==> config.mk <==
export PLATFORM = sky130hd
export DESIGN_NAME = grasshopper_mode_ctrl
export DESIGN_NICKNAME = d
export VERILOG_FILES = /design/src/rtl/grasshopper_pkg.sv /design/src/rtl/gh_sync_fifo.sv /design/src/rtl/grasshopper_mode_ctrl.sv
export SDC_FILE = /design/constraint.sdc
export NUM_CORES = 2
export LEC_CHECK = 0
export CAP_MARGIN = 20
export CORE_MARGIN = 10
export CORE_UTILIZATION = 50
export CTS_CLUSTER_DIAMETER = 200
export DETAILED_ROUTE_END_ITERATION = 12
export PLACE_DENSITY = 0.77
export SYNTH_ARGS = -nofsm -noshare
export SYNTH_HDL_FRONTEND = slang
export SYNTH_SLANG_ARGS = --single-unit
==> constraint.sdc <==
create_clock -name clk -period 23.3 [get_ports clk]
set_input_delay 3.495 -clock clk [delete_from_list [all_inputs] [get_ports clk]]
set_output_delay 3.495 -clock clk [all_outputs]
set_load 0.03 [all_outputs]
==> src/rtl/grasshopper_pkg.sv <==
// Shared types and helpers for the grasshopper stream front-end.
package grasshopper_pkg;

    localparam int unsigned BLOCK_W = 128;

    typedef logic [BLOCK_W-1:0] block_t;

    typedef enum logic {
        MODE_ECB = 1'b0,
        MODE_CTR = 1'b1
    } mode_e;

    typedef enum logic [1:0] {
        ST_IDLE = 2'd0,
        ST_REQ  = 2'd1,
        ST_WAIT = 2'd2,
        ST_ACK  = 2'd3
    } gh_ctrl_state_e;

    // Increment only the low w bits of a counter block; the upper prefix never
    // receives a carry.
    function automatic block_t ctr_inc(input block_t c, input int unsigned w);
        block_t mask;
        mask = (w >= BLOCK_W) ? '1 : ((block_t'(1) << w) - block_t'(1));
        return (c & ~mask) | ((c + block_t'(1)) & mask);
    endfunction

endpackage

==> src/rtl/gh_sync_fifo.sv <==
// Single-clock FIFO with occupancy count; DEPTH must be a power of two.
module gh_sync_fifo #(
    parameter int unsigned WIDTH = 129,
    parameter int unsigned DEPTH = 4
) (
    input  logic                     clk,
    input  logic                     rst,
    input  logic                     i_push,
    input  logic                     i_pop,
    input  logic [WIDTH-1:0]         i_wdata,
    output logic [WIDTH-1:0]         o_rdata,
    output logic                     o_full,
    output logic                     o_empty,
    output logic [$clog2(DEPTH):0]   o_count
);

    localparam int unsigned AW = $clog2(DEPTH);

    logic [WIDTH-1:0] r_mem [DEPTH];
    logic [AW-1:0]    r_wr_ptr;
    logic [AW-1:0]    r_rd_ptr;
    logic [AW:0]      r_count;
    logic             w_do_push;
    logic             w_do_pop;

    assign o_full    = (r_count == (AW+1)'(DEPTH));
    assign o_empty   = (r_count == '0);
    assign o_count   = r_count;
    assign o_rdata   = r_mem[r_rd_ptr];
    assign w_do_pop  = i_pop && !o_empty;
    assign w_do_push = i_push && (!o_full || w_do_pop);

    // Storage array, written on an accepted push.
    always_ff @(posedge clk) begin
        if (w_do_push) begin
            r_mem[r_wr_ptr] <= i_wdata;
        end
    end

    // Pointers and occupancy; simultaneous push and pop keep the count.
    always_ff @(posedge clk or posedge rst) begin
        if (rst) begin
            r_wr_ptr <= '0;
            r_rd_ptr <= '0;
            r_count  <= '0;
        end else begin
            if (w_do_push) begin
                r_wr_ptr <= r_wr_ptr + 1'b1;
            end
            if (w_do_pop) begin
                r_rd_ptr <= r_rd_ptr + 1'b1;
            end
            case ({w_do_push, w_do_pop})
                2'b10:   r_count <= r_count + 1'b1;
                2'b01:   r_count <= r_count - 1'b1;
                default: r_count <= r_count;
            endcase
        end
    end

endmodule

==> src/rtl/grasshopper_mode_ctrl.sv <==
// ECB/CTR stream front-end for the grasshopper core: one block in flight,
// results buffered in an output FIFO so downstream stalls never block the core.
module grasshopper_mode_ctrl
    import grasshopper_pkg::*;
#(
    parameter int unsigned DEPTH = 4,
    parameter int unsigned CTR_W = 64
) (
    input  logic               clk,
    input  logic               rst,
    input  logic               mode_i,
    input  logic [BLOCK_W-1:0] iv_i,
    input  logic               s_valid_i,
    output logic               s_ready_o,
    input  logic [BLOCK_W-1:0] s_data_i,
    input  logic               s_last_i,
    output logic               m_valid_o,
    input  logic               m_ready_i,
    output logic [BLOCK_W-1:0] m_data_o,
    output logic               m_last_o,
    output logic [BLOCK_W-1:0] core_data_o,
    output logic               core_request_o,
    output logic               core_ack_o,
    input  logic [BLOCK_W-1:0] core_data_i,
    input  logic               core_valid_i,
    input  logic               core_busy_i
);

    gh_ctrl_state_e r_state;
    block_t         r_block;
    logic           r_last;
    mode_e          r_mode;
    block_t         r_ctr;
    logic           r_first;
    block_t         r_core_data;
    logic           r_req;
    logic           r_ack;

    logic                  w_accept;
    logic                  w_push;
    logic                  w_pop;
    mode_e                 w_mode_sel;
    block_t                w_ctr_sel;
    logic [BLOCK_W:0]      w_push_data;
    logic [BLOCK_W:0]      w_head;
    logic                  w_fifo_full;
    logic                  w_fifo_empty;
    logic [$clog2(DEPTH):0] w_fifo_count;

    // A first block takes mode and IV from the ports; later blocks use the
    // latched message context.
    assign w_mode_sel = r_first ? mode_e'(mode_i) : r_mode;
    assign w_ctr_sel  = r_first ? iv_i : r_ctr;

    assign s_ready_o   = !rst && (r_state == ST_IDLE) && !core_busy_i && !w_fifo_full;
    assign w_accept    = s_valid_i && s_ready_o;
    assign w_push      = (r_state == ST_WAIT) && core_valid_i;
    assign w_pop       = m_valid_o && m_ready_i;
    assign w_push_data = {r_last, (r_mode == MODE_CTR) ? (core_data_i ^ r_block) : core_data_i};

    assign m_valid_o      = (w_fifo_count != '0);
    assign m_data_o       = w_fifo_empty ? '0 : w_head[BLOCK_W-1:0];
    assign m_last_o       = !w_fifo_empty && w_head[BLOCK_W];
    assign core_data_o    = r_core_data;
    assign core_request_o = r_req;
    assign core_ack_o     = r_ack;

    // Core handshake sequencer: IDLE -> REQ -> WAIT -> ACK, with registered strobes.
    always_ff @(posedge clk or posedge rst) begin
        if (rst) begin
            r_state     <= ST_IDLE;
            r_block     <= '0;
            r_last      <= 1'b0;
            r_mode      <= MODE_ECB;
            r_ctr       <= '0;
            r_first     <= 1'b1;
            r_core_data <= '0;
            r_req       <= 1'b0;
            r_ack       <= 1'b0;
        end else begin
            r_req <= 1'b0;
            r_ack <= 1'b0;
            case (r_state)
                ST_IDLE: begin
                    if (w_accept) begin
                        r_block     <= s_data_i;
                        r_last      <= s_last_i;
                        r_first     <= s_last_i;
                        r_mode      <= w_mode_sel;
                        r_ctr       <= w_ctr_sel;
                        r_core_data <= (w_mode_sel == MODE_CTR) ? w_ctr_sel : s_data_i;
                        r_req       <= 1'b1;
                        r_state     <= ST_REQ;
                    end
                end
                ST_REQ: begin
                    r_state <= ST_WAIT;
                end
                ST_WAIT: begin
                    if (core_valid_i) begin
                        r_ctr   <= ctr_inc(r_ctr, CTR_W);
                        r_ack   <= 1'b1;
                        r_state <= ST_ACK;
                    end
                end
                ST_ACK: begin
                    r_state <= ST_IDLE;
                end
                default: begin
                    r_state <= ST_IDLE;
                end
            endcase
        end
    end

    gh_sync_fifo #(
        .WIDTH (BLOCK_W + 1),
        .DEPTH (DEPTH)
    ) u_fifo (
        .clk     (clk),
        .rst     (rst),
        .i_push  (w_push),
        .i_pop   (w_pop),
        .i_wdata (w_push_data),
        .o_rdata (w_head),
        .o_full  (w_fifo_full),
        .o_empty (w_fifo_empty),
        .o_count (w_fifo_count)
    );

endmodule

==> key figures <==
Worst setup path
  – R2R Path Start: r_first
  – RR Endpoint: core_data_o[42]
  – CP top delay family: buffers and inverters
  – Slowest cell on crit path: clkdlybuf4s50_1
  – Setup Crit Path Kind: input pin to output port
  – Worst Path Arrival: 5.03 ns
  – WP buf/inv: 2
  – Max FO, Critical Path: 2
  – R2R depth: 6
  – CP peak stage delay: 0.67 ns
  – CP Capture Type: output port
  – Cell Chain, Critical Path: clkdlybuf4s50_1 > nor2_1 > and3_1 > clkdlybuf4s50_1
  – Worst EP required: 19.81 ns
  – Startpoint types: input pin
  – R2r setup slk: 18.74 ns
  – Most used cell, CP: clkdlybuf4s50_1

STA
  – Fin. Hold Viols: 0
  – Clock skew: 0.0311 ns
  – Min Tclk post-route: 8.52 ns
  – Slew HR: 0.155
  – Max-slew violations: 0
  – Final TNS setup: 0 ns
  – Final worst-path cycle share: 0.366
  – Final hold slack: 0.473 ns
  – Highest Clock Rate: 0.117 GHz
  – RSZ-0062 raised after global routing: no
  – Final setup vio count: 0
  – Worst slew pin tran: 1.27 ns

Routing
  – Drt drc: 0
  – Routed WL: 117000 um
  – 1st-pass router iterations: 8
  – WL per Instance: 23.7 um
  – Via/cell ratio: 5.68
  – Via count: 28.2k
  – Antenna-violating nets left: 0
  – Iteration-0 DRC Markers: 2644

Clock network
  – Max clock buf depth: 3
  – H-tree depth: 3
  – Post CTS Setup Buffer Count: 0
  – CTS-repair resized insts: 0
  – Clock latency on the worst-skew pair: 0.65 ns
  – CTS sink count: 914
  – Clock root buffer: clkbuf_16
  – Hold_buf cts: 0
  – Reg clk slew, reported paths: 0.06 ns
  – CTS tree: done
  – CTS buffer count: 93

Power and ir drop
  – Leakage Power: 19.2 nW
  – Power per Cell Area: 140 nW/um2
  – Total power: 7.09 mW
  – Peak VDD IR: 0.0802 mV

Run status
  – Status: finished clean

Yosys
  – Async set-reset flop share out of synthesis: 0.435
  – Synth cell types: 59
  – Post-synth EDFFs: 516
  – Predominant post-synthesis flop cell: edfxtp_1
  – Yosys reg bits: 914
  – Post-synthesis sequential area ratio: 0.635
  – Post-Syn Area per Cell: 12.4 um2
  – Ys Warns: 0
  – Post-Synthesis Cells: 3225
  – Post-synth net total: 3626
  – Post-Syn Area: 40100 um2

Floorplanning
  – Io pins: 653
  – Height of the chip: 303 um
  – Core area: 79300 um2
  – Die width: 303 um
  – FP Rows: 103
  – Initial Util: 0.506
  – Die area: 91900 um2

Global routing
  – Antenna violations before repair: 31
  – Vias in the first global route: 27.9k
  – GRT Residual Overflow: 0
  – GRT Util Overall: 0.248
  – Largest net degree at the start of global routing: 213
  – First-pass GRT wire length: 174000 um

Layout
  – Layout cells sized above 1: 0.102
  – Layout fillers: 5858
  – Register area: 25500 um2
  – # nets final: 4209
  – Multi-input gate area: 13800 um2
  – Syn-to-layout area delta: 26.8%

Worst hold path
  – Min-Delay Endpoint: r_block[120]
  – Hold wc startpoint: r_block[120]
  – Hold path cells: 2
  – HP Class: register to register

Placed design
  – I/O Buffers: 652
  – DP Wirelength: 78900 um
  – GPL Wtd Cong: 0.870

Flow run
  – Number of max-cap violations: 0
## area by class of cell
cell class,count,area share
sequential,914,0.501
clock buffer,123,0.0521
timing repair buffer,690,0.135
clock inverter,53,0.0106
antenna,24,0.00118
multi-input combinational,2088,0.273
tap,1050,0.0259
inverter,21,0.00175
## layout by cell type, fill, tap and decap left out, types with 6 or more instances in the layout
cell	netlist	routed
nand2_1	814	813
clkdlybuf4s50_1	0	652
edfxtp_1	516	516
dfrtp_1	397	394
o21ai_0	262	262
and2_1	140	136
xnor2_1	131	131
mux2i_1	130	130
mux4_2	129	129
a21oi_1	117	116
clkbuf_16	0	98
nor2_1	70	69
mux2_2	56	55
buf_4	0	36
nand3_1	35	35
nand4_1	31	31
diode_2	0	24
o22ai_1	23	23
clkinv_2	0	20
inv_1	19	18
clkinv_1	2	16
and3_1	16	16
a2bb2oi_1	15	15
clkbuf_1	171	15
nor3_1	13	13
and4_1	11	11
nor4_1	11	10
clkbuf_8	0	10
bufinv_16	0	8
ha_1	8	7
o31ai_1	6	6
## routing by layer
| metal | GRT usage | wire, um | up-vias |
|---|---|---|---|
| li1 | - | - | 12700 |
| met1 | 0.312 | 43600 | 14000 |
| met2 | 0.407 | 58900 | 1214 |
| met3 | 0.0625 | 10500 | 220 |
| met4 | 0.105 | 4300 | 26 |
| met5 | 0 | 145 | - |
## metrics by stage
stage	utilization	area (um2)	setup slack, ns	cells
after floorplan	-	40100	8.74	3225
after global placement	0.600	47500	14.78	4762
after detailed placement	0.600	47500	14.78	4762
after CTS	0.640	50700	14.77	4938
after global routing	0.641	50800	14.72	4956
final	0.641	50800	14.78	4963
## power by group
group,internal [mW],switching [mW]
clock,0.893,0.639
combinational,1.24,1.80
sequential,2.21,0.308
total,4.34,2.75
## logic make-up after synthesis
group | after synthesis | synth area share
compound gates | 467 | 0.0642
xor+xnor | 134 | 0.0293
fa+ha+maj | 9 | 0.00300
buf+inv | 223 | 0.0209
flops | 914 | 0.635
mux | 315 | 0.121
simple gates | 1163 | 0.127
## synthesized netlist by cell type (all sizes together), types with 3 or more instances
cell / number / share of area
mux2i: 130 / 0.032
inv: 19 / 0.0018
nand2: 814 / 0.076
o211ai: 3 / 0.00056
and3: 16 / 0.0025
nand4: 32 / 0.0052
o31ai: 6 / 0.0011
nor2: 70 / 0.0066
edfxtp: 516 / 0.39
nor3: 13 / 0.0016
o21ai: 262 / 0.033
nand3: 35 / 0.0044
or3: 6 / 0.00094
buf: 30 / 0.0028
clkbuf: 172 / 0.016
ha: 8 / 0.0025
xnor2: 131 / 0.029
or2: 3 / 0.00047
o22ai: 23 / 0.0036
or4: 5 / 0.0011
a21oi: 117 / 0.015
and4: 11 / 0.0024
nand2b: 4 / 0.00062
a2bb2oi: 15 / 0.0033
and2: 140 / 0.022
o22a: 5 / 0.0011
a31oi: 4 / 0.00062
dfrtp: 397 / 0.25
a211oi: 4 / 0.00075
xor2: 3 / 0.00066
a311oi: 3 / 0.00066
nor4: 12 / 0.0022
mux2: 56 / 0.016
mux4: 129 / 0.073
o21a: 4 / 0.00075
## tightest hold or removal path: stages, from the launching register on
cell     delay [ns]
dfrtp_1        0.34
nand2_1        0.05
nand2_1        0.05
## sequential cells by signal (all words and copies together) (netlist names)
signal           flops
core_ack_o           1
core_data_o        128
core_request_o       1
r_block            128
r_ctr              128
r_first              1
r_last               1
r_mode               1
r_state              2
u_fifo.o_count       3
u_fifo.r_mem       516
u_fifo.r_rd_ptr      2
u_fifo.r_wr_ptr      2
## how the worst max path moves through the flow
stage          cells past startpoint  slack (ns)  start          to
6_report                           4       14.78    rst   s_ready_o
5_1_grt                            4       14.72    rst   s_ready_o
4_1_cts                            4       14.77    rst   s_ready_o
3_5_place_dp                       4       14.78    rst   s_ready_o
3_3_place_gp                       4       14.78    rst   s_ready_o
2_1_floorplan                      1        8.74    rst  core_ack_o
No activity file was read; power rests on OpenSTA's default activity.
